===== src/rtl/clock_pkg.sv =====
// Shared constants and state encodings for the hourly chime logic.
// Hours are packed BCD {tens,ones}; chime counts are small binary values.
package clock_pkg;

    localparam int MAX_HOUR = 12;
    localparam int BCD_W    = 4;
    localparam int HOUR_W   = 4;

    typedef enum logic {
        IDLE  = 1'b0,
        CHIME = 1'b1
    } state_e;

    typedef enum logic {
        BEEP = 1'b0,
        GAP  = 1'b1
    } phase_e;

endpackage


===== src/rtl/bcd_hour_to_bin.sv =====
// Combinational packed-BCD hour to binary converter with range check.
// o_valid is low for non-decimal digits or hours outside 1..MAX_HOUR.
module bcd_hour_to_bin
#(
    parameter int MAX_HOUR = clock_pkg::MAX_HOUR
)
(
    input  logic [2*clock_pkg::BCD_W-1:0] i_bcd,
    output logic [clock_pkg::HOUR_W-1:0]  o_bin,
    output logic                          o_valid
);
    import clock_pkg::*;

    logic [BCD_W-1:0] w_tens;
    logic [BCD_W-1:0] w_ones;
    logic [7:0]       w_sum;
    logic             w_digits_ok;
    logic             w_range_ok;

    assign w_tens = i_bcd[2*BCD_W-1:BCD_W];
    assign w_ones = i_bcd[BCD_W-1:0];

    // Widest case (15*10 + 15) still fits in 8 bits, so no overflow handling.
    assign w_sum       = ({4'd0, w_tens} * 8'd10) + {4'd0, w_ones};
    assign w_digits_ok = (w_tens <= 4'd9) && (w_ones <= 4'd9);
    assign w_range_ok  = (w_sum >= 8'd1) && (w_sum <= 8'(MAX_HOUR));

    assign o_valid = w_digits_ok && w_range_ok;
    assign o_bin   = w_sum[HOUR_W-1:0];

endmodule


===== src/rtl/tell_the_time.sv =====
// Hourly chime: latches the hour on a rising tell and beeps Di once per hour,
// alternating beep/gap on each change of the Second input.
module tell_the_time
#(
    parameter int MAX_HOUR = clock_pkg::MAX_HOUR
)
(
    input  logic       CP,
    input  logic       nCR,
    input  logic [7:0] Hour12,
    input  logic [7:0] Second,
    input  logic       tell,
    output logic       Di,
    output logic [3:0] oH,
    output logic [3:0] oS
);
    import clock_pkg::*;

    state_e      r_state;
    phase_e      r_phase;
    logic        r_tell_d;
    logic [7:0]  r_sec_d;

    logic        w_tick;
    logic        w_rise;
    logic [3:0]  w_hour_bin;
    logic        w_hour_ok;
    logic [3:0]  w_os_inc;

    bcd_hour_to_bin #(
        .MAX_HOUR (MAX_HOUR)
    ) u_hour_conv (
        .i_bcd   (Hour12),
        .o_bin   (w_hour_bin),
        .o_valid (w_hour_ok)
    );

    // Any change of the seconds value is one tick, including wraps and jumps.
    assign w_tick   = (Second != r_sec_d);
    assign w_rise   = tell && !r_tell_d;
    assign w_os_inc = oS + 4'd1;

    always_ff @(posedge CP or negedge nCR) begin
        if (!nCR) begin
            r_state  <= IDLE;
            r_phase  <= BEEP;
            r_tell_d <= 1'b0;
            r_sec_d  <= 8'h00;
            Di       <= 1'b0;
            oH       <= 4'd0;
            oS       <= 4'd0;
        end else begin
            r_tell_d <= tell;
            r_sec_d  <= Second;

            case (r_state)
                IDLE: begin
                    Di <= 1'b0;
                    // A tick on the load edge is deliberately dropped.
                    if (w_rise && w_hour_ok) begin
                        r_state <= CHIME;
                        r_phase <= BEEP;
                        oH      <= w_hour_bin;
                        oS      <= 4'd0;
                        Di      <= 1'b1;
                    end
                end

                CHIME: begin
                    if (!tell) begin
                        r_state <= IDLE;
                        Di      <= 1'b0;
                    end else if (w_tick) begin
                        if (r_phase == BEEP) begin
                            Di      <= 1'b0;
                            r_phase <= GAP;
                        end else begin
                            oS <= w_os_inc;
                            if (w_os_inc == oH) begin
                                r_state <= IDLE;
                                Di      <= 1'b0;
                            end else begin
                                Di      <= 1'b1;
                                r_phase <= BEEP;
                            end
                        end
                    end
                end

                default: begin
                    r_state <= IDLE;
                    Di      <= 1'b0;
                end
            endcase
        end
    end

endmodule


===== config.mk =====
export PLATFORM = sky130hd
export DESIGN_NAME = tell_the_time
export DESIGN_NICKNAME = d
export VERILOG_FILES = /design/src/rtl/clock_pkg.sv /design/src/rtl/bcd_hour_to_bin.sv /design/src/rtl/tell_the_time.sv
export SDC_FILE = /design/constraint.sdc
export NUM_CORES = 1
export LEC_CHECK = 0
export ABC_AREA = 1
export CAP_MARGIN = 20
export CELL_PAD_IN_SITES_DETAIL_PLACEMENT = 0
export CELL_PAD_IN_SITES_GLOBAL_PLACEMENT = 1
export CORE_MARGIN = 1
export CORE_UTILIZATION = 33
export CTS_CLUSTER_SIZE = 14
export DETAILED_ROUTE_END_ITERATION = 10
export GPL_TIMING_DRIVEN = 0
export PLACE_DENSITY_LB_ADDON = 0.1
export SETUP_SLACK_MARGIN = 0.4
export SLEW_MARGIN = 15
export SYNTH_ARGS = -nofsm -noshare
export SYNTH_HDL_FRONTEND = slang
export SYNTH_SLANG_ARGS = --single-unit

===== constraint.sdc =====
create_clock -name CP -period 1.5 [get_ports CP]
set_input_delay 0.225 -clock CP [delete_from_list [all_inputs] [get_ports CP]]
set_output_delay 0.225 -clock CP [all_outputs]
set_load 0.02 [all_outputs]

# Word level (Yosys, flattened, before mapping)
# Index checks and enable logic that the tools add are counted.
totals:
  output_inout_bits: 9
  ff_bits: 20
  in_bits: 19
classes:
  n_bitwise: 1
  multipliers: 1
  eq_ne: 7
  magnitude_cmp: 4
  reduce_logical: 9
  muxes: 21
  addsub: 2
ops:
  columns: ["operator", "count"]
  rows:
  - ["two-way mux 4 bit", 4]
  - ["two-way mux 1 bit", 13]
  - ["adder 8 x 4 -> 8 bit", 1]
  - [">= comparator 8 x 1 -> 1 bit, second input constant", 1]
  - ["less-or-equal comparator 4 bit, second input constant", 2]
  - ["less-or-equal comparator 8 x 4 -> 1 bit, second input constant", 1]
  - ["!= test 8 bit", 1]
  - ["one-hot mux 4 bit (2 select lines)", 1]
  - ["multiplier 4 x 3 -> 7 bit, second input constant", 1]
  - ["one-hot mux 1 bit (2 select lines)", 3]
  - ["logical AND 1 bit", 5]
  - ["adder 4 x 1 -> 4 bit, second input constant", 1]
  - ["== test 4 bit", 1]
  - ["!= test 2 x 1 -> 1 bit, second input constant", 2]
  - ["!= test 2 bit, second input constant", 2]
  - ["AND reduction 4 bit", 1]
  - ["!= test 3 x 2 -> 1 bit, second input constant", 1]
  - ["AND reduction 3 bit", 1]
  - ["AND reduction 2 bit", 1]
  - ["logical NOT 1 bit", 1]
  - ["NOT 1 bit", 1]

# Logic depth before layout (Yosys ltp)
# Gate-level depths: netlist (run 1).
logic_depth:
  ltp_word: 8
  ltp_mapped: 16

# Hierarchy
# From an unflattened synthesis (run 1), not the netlist that was laid out.
unflattened:
  hier_cells: 174
  hier_area_um2: 1303.8
modules_own_cells:
  columns: ["module", "area_each_um2", "cells_per_inst", "seq_area_each_um2", "instances"]
  rows:
  - ["tell_the_time", 939.7, 110, 500.5, 1]
  - ["bcd_hour_to_bin", 364.1, 64, 0.0, 1]

# Least setup slack after synthesis (run 1)
# Ideal clock, no wire load.
synth_path:
  path_kind: "input-to-reg"
  startpoint: "input port Hour12[5]"
  endpoint: "register oH[3]"
  setup_time_ns: 0.119
  n_path_buf: 1
  required_time_ns: 1.381
  setup_slack_ns: -0.502
  t_arrival_ns: 1.883
  cell_stages: 11
  path_cell_list: "ha_1 > ha_1 > inv_1 > fa_1 > a21o_1 > nand3_1 > nor2_2 > nand2_2 > buf_6 > nor2_2 > a21oi_2"
synth_between:
  elab_chain_len: 7
synth_rtl:
  columns: ["element", "line_no", "text"]
  rows:
  - ["start: declaration", "tell_the_time.sv:10", "input logic [7:0] Hour12,"]
  - ["multiplier 4 x 3 -> 7 bit", "bcd_hour_to_bin.sv:24", "assign w_sum = ({4'd0, w_tens} * 8'd10) + {4'd0, w_ones};"]
  - ["adder 8 x 4 -> 8 bit", "bcd_hour_to_bin.sv:24", null]
  - [">= comparator 8 x 1 -> 1 bit or less-or-equal comparator 8 x 4 -> 1 bit (tied branches)", "bcd_hour_to_bin.sv:26", "assign w_range_ok = (w_sum >= 8'd1) && (w_sum <= 8'(MAX_HOUR));"]
  - ["logical AND 1 bit", "bcd_hour_to_bin.sv:26", null]
  - ["logical AND 1 bit", "bcd_hour_to_bin.sv:28", "assign o_valid = w_digits_ok && w_range_ok;"]
  - ["logical AND 1 bit", "tell_the_time.sv:60", "if (w_rise && w_hour_ok) begin"]
  - ["AND reduction 2 bit (no line)", null, null]
  - ["end signal: assignment", "tell_the_time.sv:63", "oH <= w_hour_bin;"]
  - ["end: declaration", "tell_the_time.sv:14", "output logic [3:0] oH,"]
# Parallel ways exist; a longest one is shown, timed or not.
# A chain may end at the register's enable or synchronous reset.

# Worst setup path after layout (run 1)
layout_path:
  startpoint: "input port Hour12[7]"
  endpoint: "register oS[2]"
layout_between:
  elab_chain_len: 8
layout_rtl:
  columns: ["element", "line_no", "text"]
  rows:
  - ["multiplier 4 x 3 -> 7 bit", "bcd_hour_to_bin.sv:24", null]
  - ["adder 8 x 4 -> 8 bit", "bcd_hour_to_bin.sv:24", null]
  - [">= comparator 8 x 1 -> 1 bit or less-or-equal comparator 8 x 4 -> 1 bit (tied branches)", "bcd_hour_to_bin.sv:26", null]
  - ["logical AND 1 bit", "bcd_hour_to_bin.sv:26", null]
  - ["logical AND 1 bit (*)", "bcd_hour_to_bin.sv:28", null]
  - ["logical AND 1 bit (*)", "tell_the_time.sv:60", null]
  - ["!= test 2 bit (no line) (*)", null, null]
  - ["AND reduction 4 bit (no line) (*)", null, null]
  - ["end signal: assignment", "tell_the_time.sv:78", "oS <= w_os_inc;"]
  - ["end: declaration", "tell_the_time.sv:15", "output logic [3:0] oS"]
# Every way passes the cells marked *; elsewhere a longest branch is shown, timed or not.

==> flow_summary_export.csv, run 1 <==
group,metric,value,unit
logic_synthesis,yosysTopAreaCell,"dfrtp_1",
floorplan,boundaryPins,28,
clock_tree,htree_num_levels,1,
timing,drv_slew,0,
timing,period_share,127,%
cells_and_area,fin_nets,241,
logic_synthesis,synthTopCellsByArea,"dfrtp_1 38%, nand2_1 16%, ha_1 7.7%",
global_route,antenna_found_initial,0,
run_status,violations,"setup timing",
critical_path,cp_slowest_cell,"fa_2",
cells_and_area,stdcell_count,259,
logic_synthesis,yosysTopAreaCellShare,38.4,%
routing,postRouteAntennaNets,0,
global_route,track_usage,15.9,%
cells_and_area,final_cell_mix,"47 x nand2_1, 18 x dfrtp_1, 17 x inv_1",
timing,fmax,527,MHz
clock_tree,cts_buffers,3,
timing,fin_skew,0.000901,ns
critical_path,cpPeakStageDelay,0.58,ns
clock_tree,cts_sinks,20,
floorplan,start_util,35.1,%
critical_path,worstPathRequired,1.66,ns
global_route,grt_pass1_wl,5.17,mm
place,place_congestion,0.778,
place,dp.cells,243,
timing,setup_ws,-0.399,ns
job,maxCapViolations,0,
place,place_hpwl,2.15,mm
critical_path,critPathTopFamily,"adder cells",
critical_path,critPathMaxFanout,6,
critical_path,cp_common_cell,"nand2_4",
logic_synthesis,synth_fp_nets,197,
run_status,outcome,"complete, but fails checks",
floorplan,die_x,64.9,µm
routing,wl,2.88,mm
routing,num_vias,1165,
place,place_area,1690,µm²
pwr,powerDensity,922,nW/µm²
routing,first_pass_iters,4,
clock_tree,cts_tree,"done",
clock_tree,clockBufferDepth,2,
pwr,peakVddDrop,329,µV
logic_synthesis,netlist_area,1300,µm²
critical_path,crit_arrival,2.05,ns
cells_and_area,layout_commonest_cell,"nand2_1",
floorplan,dieHeight,64.9,µm
clock_tree,clk_pin_slew_worst_paths,0.08,ns
critical_path,crit_chain,"buf_8, ha_4, ha_4, inv_2, fa_2, a21o_1, nand3_2, nor2_4, nand2_4, nand2_4, nand2_4, nand2_2, nand2_2",
critical_path,cp.buffers_inverters,2,
timing,worst_pin_slew,0.902,ns
pwr,leakagePower,0.970,nW
timing,finalHoldViolations,0,
timing,rsz0062_at_grt,"true",
timing,setup_tns,-3.95,ns
critical_path,crit_type,"input pin to flip-flop",
logic_synthesis,synth_cell_types,22,
floorplan,core,3720,µm²
place,post-place-ws,-1.20,ns
routing,drt_iter0_markers,32,
global_route,overflow,0,
cells_and_area,final_area,1910,µm²
place,numPortBuffers,27,
global_route,grt_max_degree,21,
timing,maxSlewHeadroom,39.9,%
clock_tree,clk_latency,0.26,ns
floorplan,dieArea,4210,µm²
cells_and_area,drive_gt1_share,33.6,%
cells_and_area,syn_to_final_growth,46.8,%
logic_synthesis,synth_seq_cells,20,
critical_path,critPathCaptureType,"flip-flop",
logic_synthesis,syn_inst,168,
global_route,grt_pass1_vias,1242,
cells_and_area,antenna_cells,0,
routing,route.detailed.wl_per_inst,11.1,µm
logic_synthesis,syn_area_per_cell,7.76,µm²
hold_path,min_path_type,"input pin to asynchronous set/reset pin",
clock_tree,cts_root_buf,"clkbuf_8",
logic_synthesis,ys_seq_area_share,38.4,%
floorplan,rows,22,
routing,viasPerCell,4.50,
critical_path,critPathLaunchType,"input pin",
timing,fin_crit,1.90,ns
routing,drc,0,
cells_and_area,final_util,51.5,%
logic_synthesis,ys_warn_count,0,
timing,final-setup-viol-count,11,
kinds of logic after synthesis:
family	count (synthesis)	share of synthesized area (%)
adders and majority gates	10	10.7
buffers and inverters	25	7.77
and+or+nand+nor	90	29.8
AOI/OAI and AO/OA	12	5.95
xor gates and xnor gates	11	7.39
DFF	20	38.4
report_power, final:
group | internal [mW] | switching, mW | total (mW)
Sequential | 0.597 | 0.0514 | 0.648
Clock | 0.356 | 0.184 | 0.541
Combinational | 0.274 | 0.302 | 0.576
Total | 1.23 | 0.538 | 1.77
worst paths after layout:
| kind | from | end | slack, ns | depth (start not counted) |
|---|---|---|---|---|
| setup / recovery | Hour12[7] | oS[2] | -0.40 | 13 |
| hold / removal | nCR | r_sec_d[2] | 0.20 | 1 |
| setup reg to reg | oS[0] | r_phase | -0.05 | 8 |
| hold reg to reg | Di | Di | 0.49 | 2 |
| max in group asynchronous | nCR | oS[2] | 0.69 | 1 |
| min in group CP | Hour12[1] | oH[1] | 0.42 | 4 |
registers in the layout, summed over array words and instances (netlist names):
signal / flops
Di: 1
oH: 4
oS: 4
r_phase: 1
r_sec_d: 8
r_state: 1
r_tell_d: 1
cells in the mapped netlist:
cell	instances
nand4_1	1
nand3_1	14
inv_2	5
nand2_4	1
dfrtp_1	20
nand2_2	4
xor2_1	5
o21ai_1	2
a21oi_2	1
nor2_1	10
nand2_1	55
fa_1	2
o21ai_0	1
a21o_1	1
or2_0	1
a21oi_1	4
o21ai_2	3
buf_6	1
xnor2_1	6
nor2_2	4
ha_1	8
inv_1	19
stage by stage:
stage	hold slack [ns]	total power [mW]
CTS	0.237	1.75
detailed placement	0.476	1.19
global placement	0.478	1.18
global route	0.278	1.89
floorplan	-0.0706	0.977
finish	0.202	1.77
layout make-up:
cell class	instances	area, µm²
buffer	1	15.0
clock buffer	3	41.3
clock inverter	1	30.0
fill	377	1800
inverter	24	90.1
multi-input combinational	123	821
sequential	20	503
tap	48	60.1
timing repair buffer	39	354
per-layer routing:
layer | routed length [µm] | up-vias | global-route usage, % | share of wire (%)
li1 | - | 608 | - | -
met1 | 1160 | 535 | 16.6 | 40
met2 | 1610 | 18 | 31.6 | 56
met3 | 66 | 4 | 1.58 | 2.3
met4 | 41 | 0 | 6.67 | 1.4
met5 | 0 | - | 0 | 0
timing repair:
action | 4_1_cts | 5_1_grt
hold buffers | 0 | 0
setup buffers | 8 | 3
hold endpoints to repair | 0 | 0
gates resized for setup | 80 | 13
pin swaps | 14 | 10
endpoints found under the setup margin | 40 | 16
cloned | 1 | 0
Note: power is estimated with default switching activity, not from simulation.
==> inputs of run 2 (changes only) <==
clock period = 1.7 ns   (was 1.5 ns; I/O delays follow)
==> run 2 against run 1 <==
The flow still finishes with violations (setup timing). Non-clock buffer count is 5 lower. Sequential share of layout area is 0.60 points higher. Design area is 2.2% lower. Critical endpoint unchanged.
==> flow_summary_export.csv, run 2 (synthesis gave the netlist of run 1 again) <==
group,metric,value,unit
timing,maxSlewHeadroom,39.5,%
floorplan,die_x,64.9,µm
cells_and_area,nFillCells,383,
clock_tree,cts_root_buf,"clkbuf_8",
pwr,peakVddDrop,288,µV
critical_path,crit_arrival,2.09,ns
critical_path,cp_slowest_cell,"fa_2",
cells_and_area,drive_gt1_share,30.6,%
timing,fin_crit,1.93,ns
critical_path,critPathCaptureType,"flip-flop",
cells_and_area,regMostFlops,"r_sec_d",
timing,finalHoldViolations,0,
floorplan,boundaryPins,28,
hold_path,min_path_type,"input pin to asynchronous set/reset pin",
critical_path,critPathMaxFanout,6,
place,place_congestion,0.778,
cells_and_area,fin_nets,236,
global_route,grt_max_degree,21,
cells_and_area,antenna_cells,0,
cells_and_area,top_regs,"r_sec_d: 8 flops, oH: 4 flops, oS: 4 flops",
critical_path,critPathTopFamily,"adder cells",
clock_tree,cts_sinks,20,
clock_tree,htree_num_levels,1,
timing,drv_slew,0,
clock_tree,clockBufferDepth,2,
timing,worst_pin_slew,0.906,ns
clock_tree,clk_pin_slew_worst_paths,0.08,ns
cells_and_area,stdcell_count,254,
floorplan,dieHeight,64.9,µm
pwr,leakagePower,0.948,nW
clock_tree,clk_latency,0.26,ns
timing,rsz0062_at_grt,"true",
cells_and_area,layout_commonest_cell,"nand2_1",
place,place_area,1690,µm²
global_route,grt_pass1_vias,1237,
job,maxCapViolations,0,
pwr,powerDensity,816,nW/µm²
cells_and_area,final_cell_mix,"47 x nand2_1, 18 x dfrtp_1, 17 x inv_1",
run_status,violations,"setup timing",
floorplan,rows,22,
routing,drc,0,
floorplan,start_util,35.1,%
floorplan,dieArea,4210,µm²
timing,final-setup-viol-count,11,
routing,wl,2.82,mm
critical_path,cp_common_cell,"nand2_4",
timing,hold_slack,0.113,ns
cells_and_area,largest_register_ffs,8,
critical_path,cpPeakStageDelay,0.58,ns
global_route,antenna_found_initial,0,
routing,first_pass_iters,5,
clock_tree,cts_buffers,3,
timing,setup_tns,-2.12,ns
global_route,overflow,0,
clock_tree,cts_tree,"done",
timing,period_share,114,%
cells_and_area,syn_to_final_growth,43.6,%
critical_path,worstPathRequired,1.85,ns
global_route,grt_pass1_wl,5.13,mm
place,place_hpwl,2.15,mm
cells_and_area,multi_input_area,821,µm²
routing,route.detailed.wl_per_inst,11.1,µm
timing,fin_skew,0.00207,ns
routing,postRouteAntennaNets,0,
run_status,outcome,"complete, but fails checks",
critical_path,crit_chain,"buf_8, ha_4, ha_4, inv_2, fa_2, a21o_1, nand3_2, nor2_4, nand2_4, nand2_4, nand2_4, nand2_2, nand2_2",
critical_path,critPathLaunchType,"input pin",
cells_and_area,regArea,503,µm²
cells_and_area,final_util,50.4,%
critical_path,cp.buffers_inverters,2,
place,dp.cells,243,
cells_and_area,final_area,1870,µm²
timing,setup_ws,-0.231,ns
routing,drt_iter0_markers,33,
routing,viasPerCell,4.52,
pwr,p_total,1.53,mW
routing,num_vias,1147,
timing,fmax,518,MHz
global_route,track_usage,15.7,%
place,numPortBuffers,27,
critical_path,crit_type,"input pin to flip-flop",
floorplan,core,3720,µm²
place,post-place-ws,-1.03,ns
-- run 2: final timing paths --
| path | from | endpoint | slack, ns | cells past startpoint |
|---|---|---|---|---|
| min in group CP | Hour12[1] | oH[1] | 0.45 | 4 |
| worst max register to register | oS[0] | r_phase | 0.10 | 8 |
| max in group asynchronous | nCR | oS[2] | 0.97 | 1 |
| worst min register to register | Di | Di | 0.49 | 2 |
| worst min-delay path | nCR | r_sec_d[2] | 0.11 | 1 |
| worst max-delay path | Hour12[7] | oS[2] | -0.23 | 13 |
-- run 2: worst register-to-register path: cells and delay by family (launching register included) --
| family | cells | cell delay, ns |
|---|---|---|
| fa+ha+maj | 1 | 0.34 |
| simple gates | 5 | 0.41 |
| xor+xnor | 1 | 0.16 |
| compound gates | 1 | 0.16 |
| flops | 1 | 0.47 |
-- run 2: power breakdown --
group / internal [mW] / switching [mW]
combinational: 0.221 / 0.246
clock: 0.314 / 0.160
sequential: 0.527 / 0.0591
total: 1.06 / 0.466
-- run 2: layout make-up --
cell class                      count  share of cell area (%)
Buffer                              1                   0.802
Tap cell                           48                    3.21
Multi-Input combinational cell    123                    43.9
Inverter                           24                    4.81
Sequential cell                    20                    26.9
Clock inverter                      1                    1.60
Clock buffer                        3                    2.21
Timing Repair Buffer               34                    16.6
-- run 2: repair_timing --
action	in CTS	in global routing
resized for setup	48	22
hold buffers	0	0
setup endpoints to repair	20	18
pin swaps	14	10
buffers inserted	4	2
cloned	1	0
-- run 2: metal layers --
metal	part of all wire, %	vias to the layer above	GRT usage, %
li1	-	597	-
met2	56	22	31.3
met4	1.5	0	6.67
met1	40	524	16.3
met3	2.8	4	1.58
met5	0	-	0
==> inputs of run 3 (changes only) <==
CAP_MARGIN = unset   (was 20)
==> results of run 3 <==
The final DEF is identical to that of run 2; final timing and power are the same.
